==> src/rtl/pe_tile_scheduler.sv <==
// Sequences one bit-plane PE through num_k K tiles and returns the saturated
// element-wise sum of the PE result tiles over a valid/ready output port.
module pe_tile_scheduler #(
  parameter int TILE_SIZE      = 4,
  parameter int RESULT_WIDTH   = 32,
  parameter int ACC_WIDTH      = 40,
  parameter int KT_WIDTH       = 8,
  parameter int TIMEOUT_CYCLES = 64
) (
  input  logic                                        clk,
  input  logic                                        rst_n,
  input  logic                                        cmd_valid,
  output logic                                        cmd_ready,
  input  logic [KT_WIDTH-1:0]                         cmd_num_k,
  input  logic [7:0]                                  cmd_threshold,
  output logic                                        ld_valid,
  output logic [KT_WIDTH-1:0]                         ld_k_idx,
  input  logic                                        ld_ready,
  output logic                                        pe_rst_n,
  output logic                                        pe_start,
  output logic [7:0]                                  pe_threshold,
  input  logic                                        pe_done,
  input  logic [TILE_SIZE*TILE_SIZE*RESULT_WIDTH-1:0] pe_result,
  output logic                                        out_valid,
  input  logic                                        out_ready,
  output logic [TILE_SIZE*TILE_SIZE*ACC_WIDTH-1:0]    out_tile,
  output logic                                        out_sat,
  output logic                                        out_err,
  output logic                                        busy
);

  localparam int NUM_ELEM    = TILE_SIZE * TILE_SIZE;
  localparam int TIMER_WIDTH = $clog2(TIMEOUT_CYCLES + 1);
  localparam logic [TIMER_WIDTH-1:0] TIMER_LAST = TIMER_WIDTH'(TIMEOUT_CYCLES - 1);
  localparam logic [ACC_WIDTH-1:0] ACC_MAX = {1'b0, {(ACC_WIDTH-1){1'b1}}};
  localparam logic [ACC_WIDTH-1:0] ACC_MIN = {1'b1, {(ACC_WIDTH-1){1'b0}}};

  localparam logic [2:0] S_IDLE   = 3'd0;
  localparam logic [2:0] S_PE_CLR = 3'd1;
  localparam logic [2:0] S_LOAD   = 3'd2;
  localparam logic [2:0] S_START  = 3'd3;
  localparam logic [2:0] S_WAIT   = 3'd4;
  localparam logic [2:0] S_OUTPUT = 3'd5;

  logic [2:0]             state;
  logic [KT_WIDTH-1:0]    num_k;
  logic [KT_WIDTH-1:0]    kidx;
  logic [TIMER_WIDTH-1:0] timer;
  logic [7:0]             threshold;
  logic                   sat;
  logic                   err;
  logic                   pe_rst_q;
  logic [ACC_WIDTH-1:0]   acc      [NUM_ELEM];
  logic [ACC_WIDTH-1:0]   acc_next [NUM_ELEM];
  logic [ACC_WIDTH:0]     sum      [NUM_ELEM];
  logic [NUM_ELEM-1:0]    elem_sat;

  // One guard bit is enough: a disagreement between the top two sum bits marks overflow.
  always_comb begin
    elem_sat = '0;
    for (int e = 0; e < NUM_ELEM; e++) begin
      sum[e] = {acc[e][ACC_WIDTH-1], acc[e]}
             + {{(ACC_WIDTH-RESULT_WIDTH+1){pe_result[e*RESULT_WIDTH+RESULT_WIDTH-1]}},
                pe_result[e*RESULT_WIDTH +: RESULT_WIDTH]};
      acc_next[e] = sum[e][ACC_WIDTH-1:0];
      if (sum[e][ACC_WIDTH] != sum[e][ACC_WIDTH-1]) begin
        elem_sat[e] = 1'b1;
        acc_next[e] = sum[e][ACC_WIDTH] ? ACC_MIN : ACC_MAX;
      end
    end
  end

  always_ff @(posedge clk) begin
    if (!rst_n) begin
      state     <= S_IDLE;
      num_k     <= '0;
      kidx      <= '0;
      timer     <= '0;
      threshold <= '0;
      sat       <= 1'b0;
      err       <= 1'b0;
      pe_rst_q  <= 1'b0;
      for (int e = 0; e < NUM_ELEM; e++) acc[e] <= '0;
    end else begin
      // pe_rst_n is registered, so it is pulled low on the edge that enters PE_CLR.
      pe_rst_q <= 1'b1;
      case (state)
        S_IDLE: begin
          if (cmd_valid) begin
            num_k     <= cmd_num_k;
            threshold <= cmd_threshold;
            kidx      <= '0;
            sat       <= 1'b0;
            err       <= 1'b0;
            for (int e = 0; e < NUM_ELEM; e++) acc[e] <= '0;
            if (cmd_num_k == '0) begin
              state <= S_OUTPUT;
            end else begin
              state    <= S_PE_CLR;
              pe_rst_q <= 1'b0;
            end
          end
        end
        S_PE_CLR: state <= S_LOAD;
        S_LOAD: begin
          if (ld_ready) state <= S_START;
        end
        S_START: begin
          timer <= '0;
          state <= S_WAIT;
        end
        S_WAIT: begin
          timer <= timer + 1'b1;
          if (pe_done) begin
            for (int e = 0; e < NUM_ELEM; e++) acc[e] <= acc_next[e];
            if (|elem_sat) sat <= 1'b1;
            kidx <= kidx + 1'b1;
            if (kidx == num_k - 1'b1) begin
              state <= S_OUTPUT;
            end else begin
              state    <= S_PE_CLR;
              pe_rst_q <= 1'b0;
            end
          end else if (timer == TIMER_LAST) begin
            err   <= 1'b1;
            state <= S_OUTPUT;
          end
        end
        S_OUTPUT: begin
          if (out_ready) state <= S_IDLE;
        end
        default: state <= S_IDLE;
      endcase
    end
  end

  // Outputs are forced to their idle values for as long as rst_n is held low.
  assign cmd_ready    = rst_n && (state == S_IDLE);
  assign busy         = rst_n && (state != S_IDLE);
  assign ld_valid     = rst_n && (state == S_LOAD);
  assign pe_start     = rst_n && (state == S_START);
  assign out_valid    = rst_n && (state == S_OUTPUT);
  assign ld_k_idx     = rst_n ? kidx : '0;
  assign pe_threshold = rst_n ? threshold : '0;
  assign pe_rst_n     = rst_n && pe_rst_q;
  assign out_sat      = rst_n && sat;
  assign out_err      = rst_n && err;

  for (genvar e = 0; e < NUM_ELEM; e++) begin : g_out
    assign out_tile[e*ACC_WIDTH +: ACC_WIDTH] = rst_n ? acc[e] : '0;
  end

endmodule

==> config.mk <==
export PLATFORM = sky130hd
export DESIGN_NAME = pe_tile_scheduler
export DESIGN_NICKNAME = d
export VERILOG_FILES = /design/src/rtl/pe_tile_scheduler.sv
export SDC_FILE = /design/constraint.sdc
export NUM_CORES = 2
export LEC_CHECK = 0
export BUFFER_PORTS_ARGS = -buffer_cell sky130_fd_sc_hd__clkbuf_2
export CAP_MARGIN = 10
export CORE_AREA = 5 5 460 462
export CTS_CLUSTER_SIZE = 20
export DETAILED_ROUTE_END_ITERATION = 8
export DIE_AREA = 0 0 465 467
export GPL_ROUTABILITY_DRIVEN = 0
export GPL_TIMING_DRIVEN = 1
export PLACE_DENSITY = 0.49
export SYNTH_ARGS = -nofsm -noshare
export SYNTH_HDL_FRONTEND = slang
export SYNTH_SLANG_ARGS = --single-unit
==> constraint.sdc <==
create_clock -name clk -period 13.7 [get_ports clk]
set_clock_uncertainty 0.1 [all_clocks]
set_input_delay 1.37 -clock clk [delete_from_list [all_inputs] [get_ports clk]]
set_output_delay 1.37 -clock clk [all_outputs]
set_load 0.01 [all_outputs]
==> results.md <==
* Syn Inst Count at 6991
* Die width at 465 um
* Largest fanout on the critical path at 74
* Main flop type after synthesis: edfxtp_1
* Reg-to-reg slack, setup at 8080 ps
* Setup TNS Final at 0 ps
* Worst R2R End: acc[0][139]
* All-Layer GR Usage at 22.30%
* Io pins at 1198
* Postcts setup bufs at 0
* Area growth syn-to-layout at 19.36%
* Vias per Instance at 5.344
* Largest net degree at the start of global routing at 117
* Initial antenna violation count at 63
* Clock-pin slew on the worst setup and hold paths at 60 ps
* WP data required at 12230 ps
* Sequential Power Share at 28.9%
* CP endpoint: out_tile[162]
* Worst Reg-to-Reg Cells at 9
* Fraction of layout cells with a size suffix above 1 at 18.10%
* Most frequent CP cell: buf_4
* 1st-iter DRT viols at 4140
* RSZ-0062 raised after global routing: no
* Sw Share at 42.13%
* CTS Buf Count at 97
* WL final at 256100 um
* Asr flop ratio synth at 0%
* Die area at 217200 um2
* Net count, final at 9268
* Pre-antenna DRT Iters at 6
* Die height at 467 um
* Worst EP arrival at 4270 ps
* Commonest non-fill, non-tap cells in the layout: clkbuf_2, o21ai_0, and2_1
* Register area share after synthesis at 31.19%
* ANT nets after route at 0
* Sink Count at 677
* Net Switching at 4.548 mW
* Clock share of power at 23.2%
* Yosys reg bits at 677
* Min cycle time layout at 5742 ps
* Crit. End Element: output pin
* DP HPWL at 203900 um
* Worst-case clock buffer depth at 3
* Final hold slack at 351.2 ps
* Worst-case vdd ir drop at 0.0001075 V
* Net Count, Synth at 8186
* CTS root buffer: clkbuf_16
* CP Class: input pin to output pin
* Biggest cell delay along the critical path at 600 ps
* Crit-path cells: buf_8, buf_4, buf_4, buf_4, and2_1, clkbuf_2
* Initial cell density of the core at 29.72%
* Final Hold Viols at 0
* Cell Pwr Density at 147.3 nW/um2
* Post-synth cell types at 97
* First-pass GRT wire length at 372900 um
* Vias in the first global route at 56654
* Max-slew headroom at 26.17%
* Fin crit share at 41.91%
* Syn Area/Cell at 8.786 um2
* Fill cells at 21710
* Crit start category: input pin
* Total grt overflow at 0
* Number of buffers added on ports at 1197
* Reg2reg start: state[1]
* CTS tree: built
* Pin slew with the least headroom to its limit at 1105 ps
* DR WL/cell at 23.52 um
* Worst-Skew Late Latency at 740 ps
* Max-cap violations at 0
* CP max-delay cell: buf_4
* Peak Freq at 0.1742 GHz
* Slew Limit Fails at 0
* Critical path launch point: rst_n
* Worst hold path class: flip-flop to flip-flop
* Row Count at 167
* WHS Path Cells at 2
* H-tree level count at 3
* Post-CTS Resized at 0
* EDFF count, synth at 560
* Internal Power at 6.247 mW
* Hold-fix buffers, CTS at 0
* Final setup viols at 0
* Leakage at 34.43 nW
* Commonest non-fill, non-tap cell in the layout: clkbuf_2
* Core area at 206700 um2
* Synth Warn # at 0
* Post-synthesis cell area at 61420 um2
* # DRC at 0
* Status: finished clean
* Vias at 58170
* Combinational share of power at 47.9%
worst min-delay path by stage:
stage | start | end | slack [ps]
CTS | threshold[3] | threshold[3] | 350
global placement | threshold[0] | threshold[0] | 340
detailed placement | threshold[3] | threshold[3] | 350
global route | acc[0][35] | acc[0][35] | 370
finish | threshold[3] | threshold[3] | 350
floorplan | acc[1][39] | acc[1][39] | 330
routing by layer:
metal	global-route usage, %	wire [um]	vias to the layer above
met1	28.20	109200	28008
met2	37.25	118900	1736
met4	6.862	8205	56
met3	5.810	19390	340
met5	0	371	-
li1	-	-	28030
power by group through the flow:
stage	clock (mW)	sequential, mW	combinational, mW
6_report	2.51	3.11	5.17
5_1_grt	2.65	3.16	5.72
4_1_cts	2.58	3.13	5.19
3_5_place_dp	0	3.16	5.15
3_3_place_gp	0	3.16	5.14
2_1_floorplan	0	3.01	3.69
cells by family after synthesis:
family,count (synthesis),share of synthesized area [%]
AOI/OAI and AO/OA,2597,26.54
and+or+nand+nor,2020,17.21
DFF,677,31.19
adders and majority gates,661,13.66
xor gates and xnor gates,589,8.399
buffers and inverters,440,2.876
muxes,7,0.1263
Yosys cell counts, types with 14 or more instances:
master / count / share of area (%)
fa_1: 16 / 0.52
o21ai_1: 19 / 0.15
o21a_1: 69 / 0.84
o21ai_0: 783 / 6.4
edfxtp_1: 560 / 27
o211a_1: 15 / 0.24
buf_2: 30 / 0.24
ha_1: 645 / 13
or2_2: 16 / 0.16
nand2b_1: 79 / 0.80
xor2_1: 274 / 3.9
xnor2_1: 315 / 4.5
a31oi_1: 51 / 0.52
a211oi_1: 80 / 0.98
and3_1: 54 / 0.55
o31ai_1: 48 / 0.59
nor2_1: 350 / 2.1
dfxtp_1: 117 / 3.8
o21bai_1: 115 / 1.4
a211o_1: 24 / 0.34
a41oi_1: 14 / 0.20
a21oi_1: 697 / 5.7
clkbuf_1: 213 / 1.3
nor3_1: 69 / 0.56
a2111oi_0: 19 / 0.27
nand4_1: 50 / 0.51
nand2_1: 430 / 2.6
and2_1: 701 / 7.1
or3_1: 26 / 0.26
nor2b_1: 56 / 0.57
a221o_1: 49 / 0.80
and4_1: 17 / 0.24
o211ai_1: 46 / 0.56
a21o_1: 398 / 4.9
a31o_2: 19 / 0.27
nand3_1: 123 / 1.0
inv_1: 177 / 1.1
flip-flops by register name, indices dropped and copies added, names as in the netlist:
register   cells
acc          640
threshold      8
num_k          8
state          3
timer          7
err            1
kidx           8
pe_rst_q       1
sat            1
cell type report:
class | instances | area, um2 | share of cell area [%]
multi-input combinational | 5874 | 40650 | 55.44
clock buffer | 128 | 2616 | 3.569
tap | 2704 | 3383 | 4.615
sequential | 677 | 19160 | 26.13
inverter | 177 | 679.4 | 0.9267
clock inverter | 51 | 382.9 | 0.5223
timing repair buffer | 1246 | 6372 | 8.692
antenna | 29 | 72.57 | 0.09899
critical path, delay by kind of cell:
family / cells / cell delay, ps
buffers and inverters: 5 / 2220
AND/OR/NAND/NOR: 1 / 530
stage by stage:
stage	cell area [um2]	total power [mW]	instances	setup WS, ps	utilization (%)
2_1_floorplan	61420	6.701	6991	5356	-
3_3_place_gp	70230	8.305	10677	7538	33.98
3_5_place_dp	70240	8.308	10678	7409	33.99
4_1_cts	73240	10.90	10857	7778	35.44
5_1_grt	73270	11.53	10870	7630	35.46
6_report	73310	10.80	10886	7958	35.48
(Power assumes the default switching activity.)
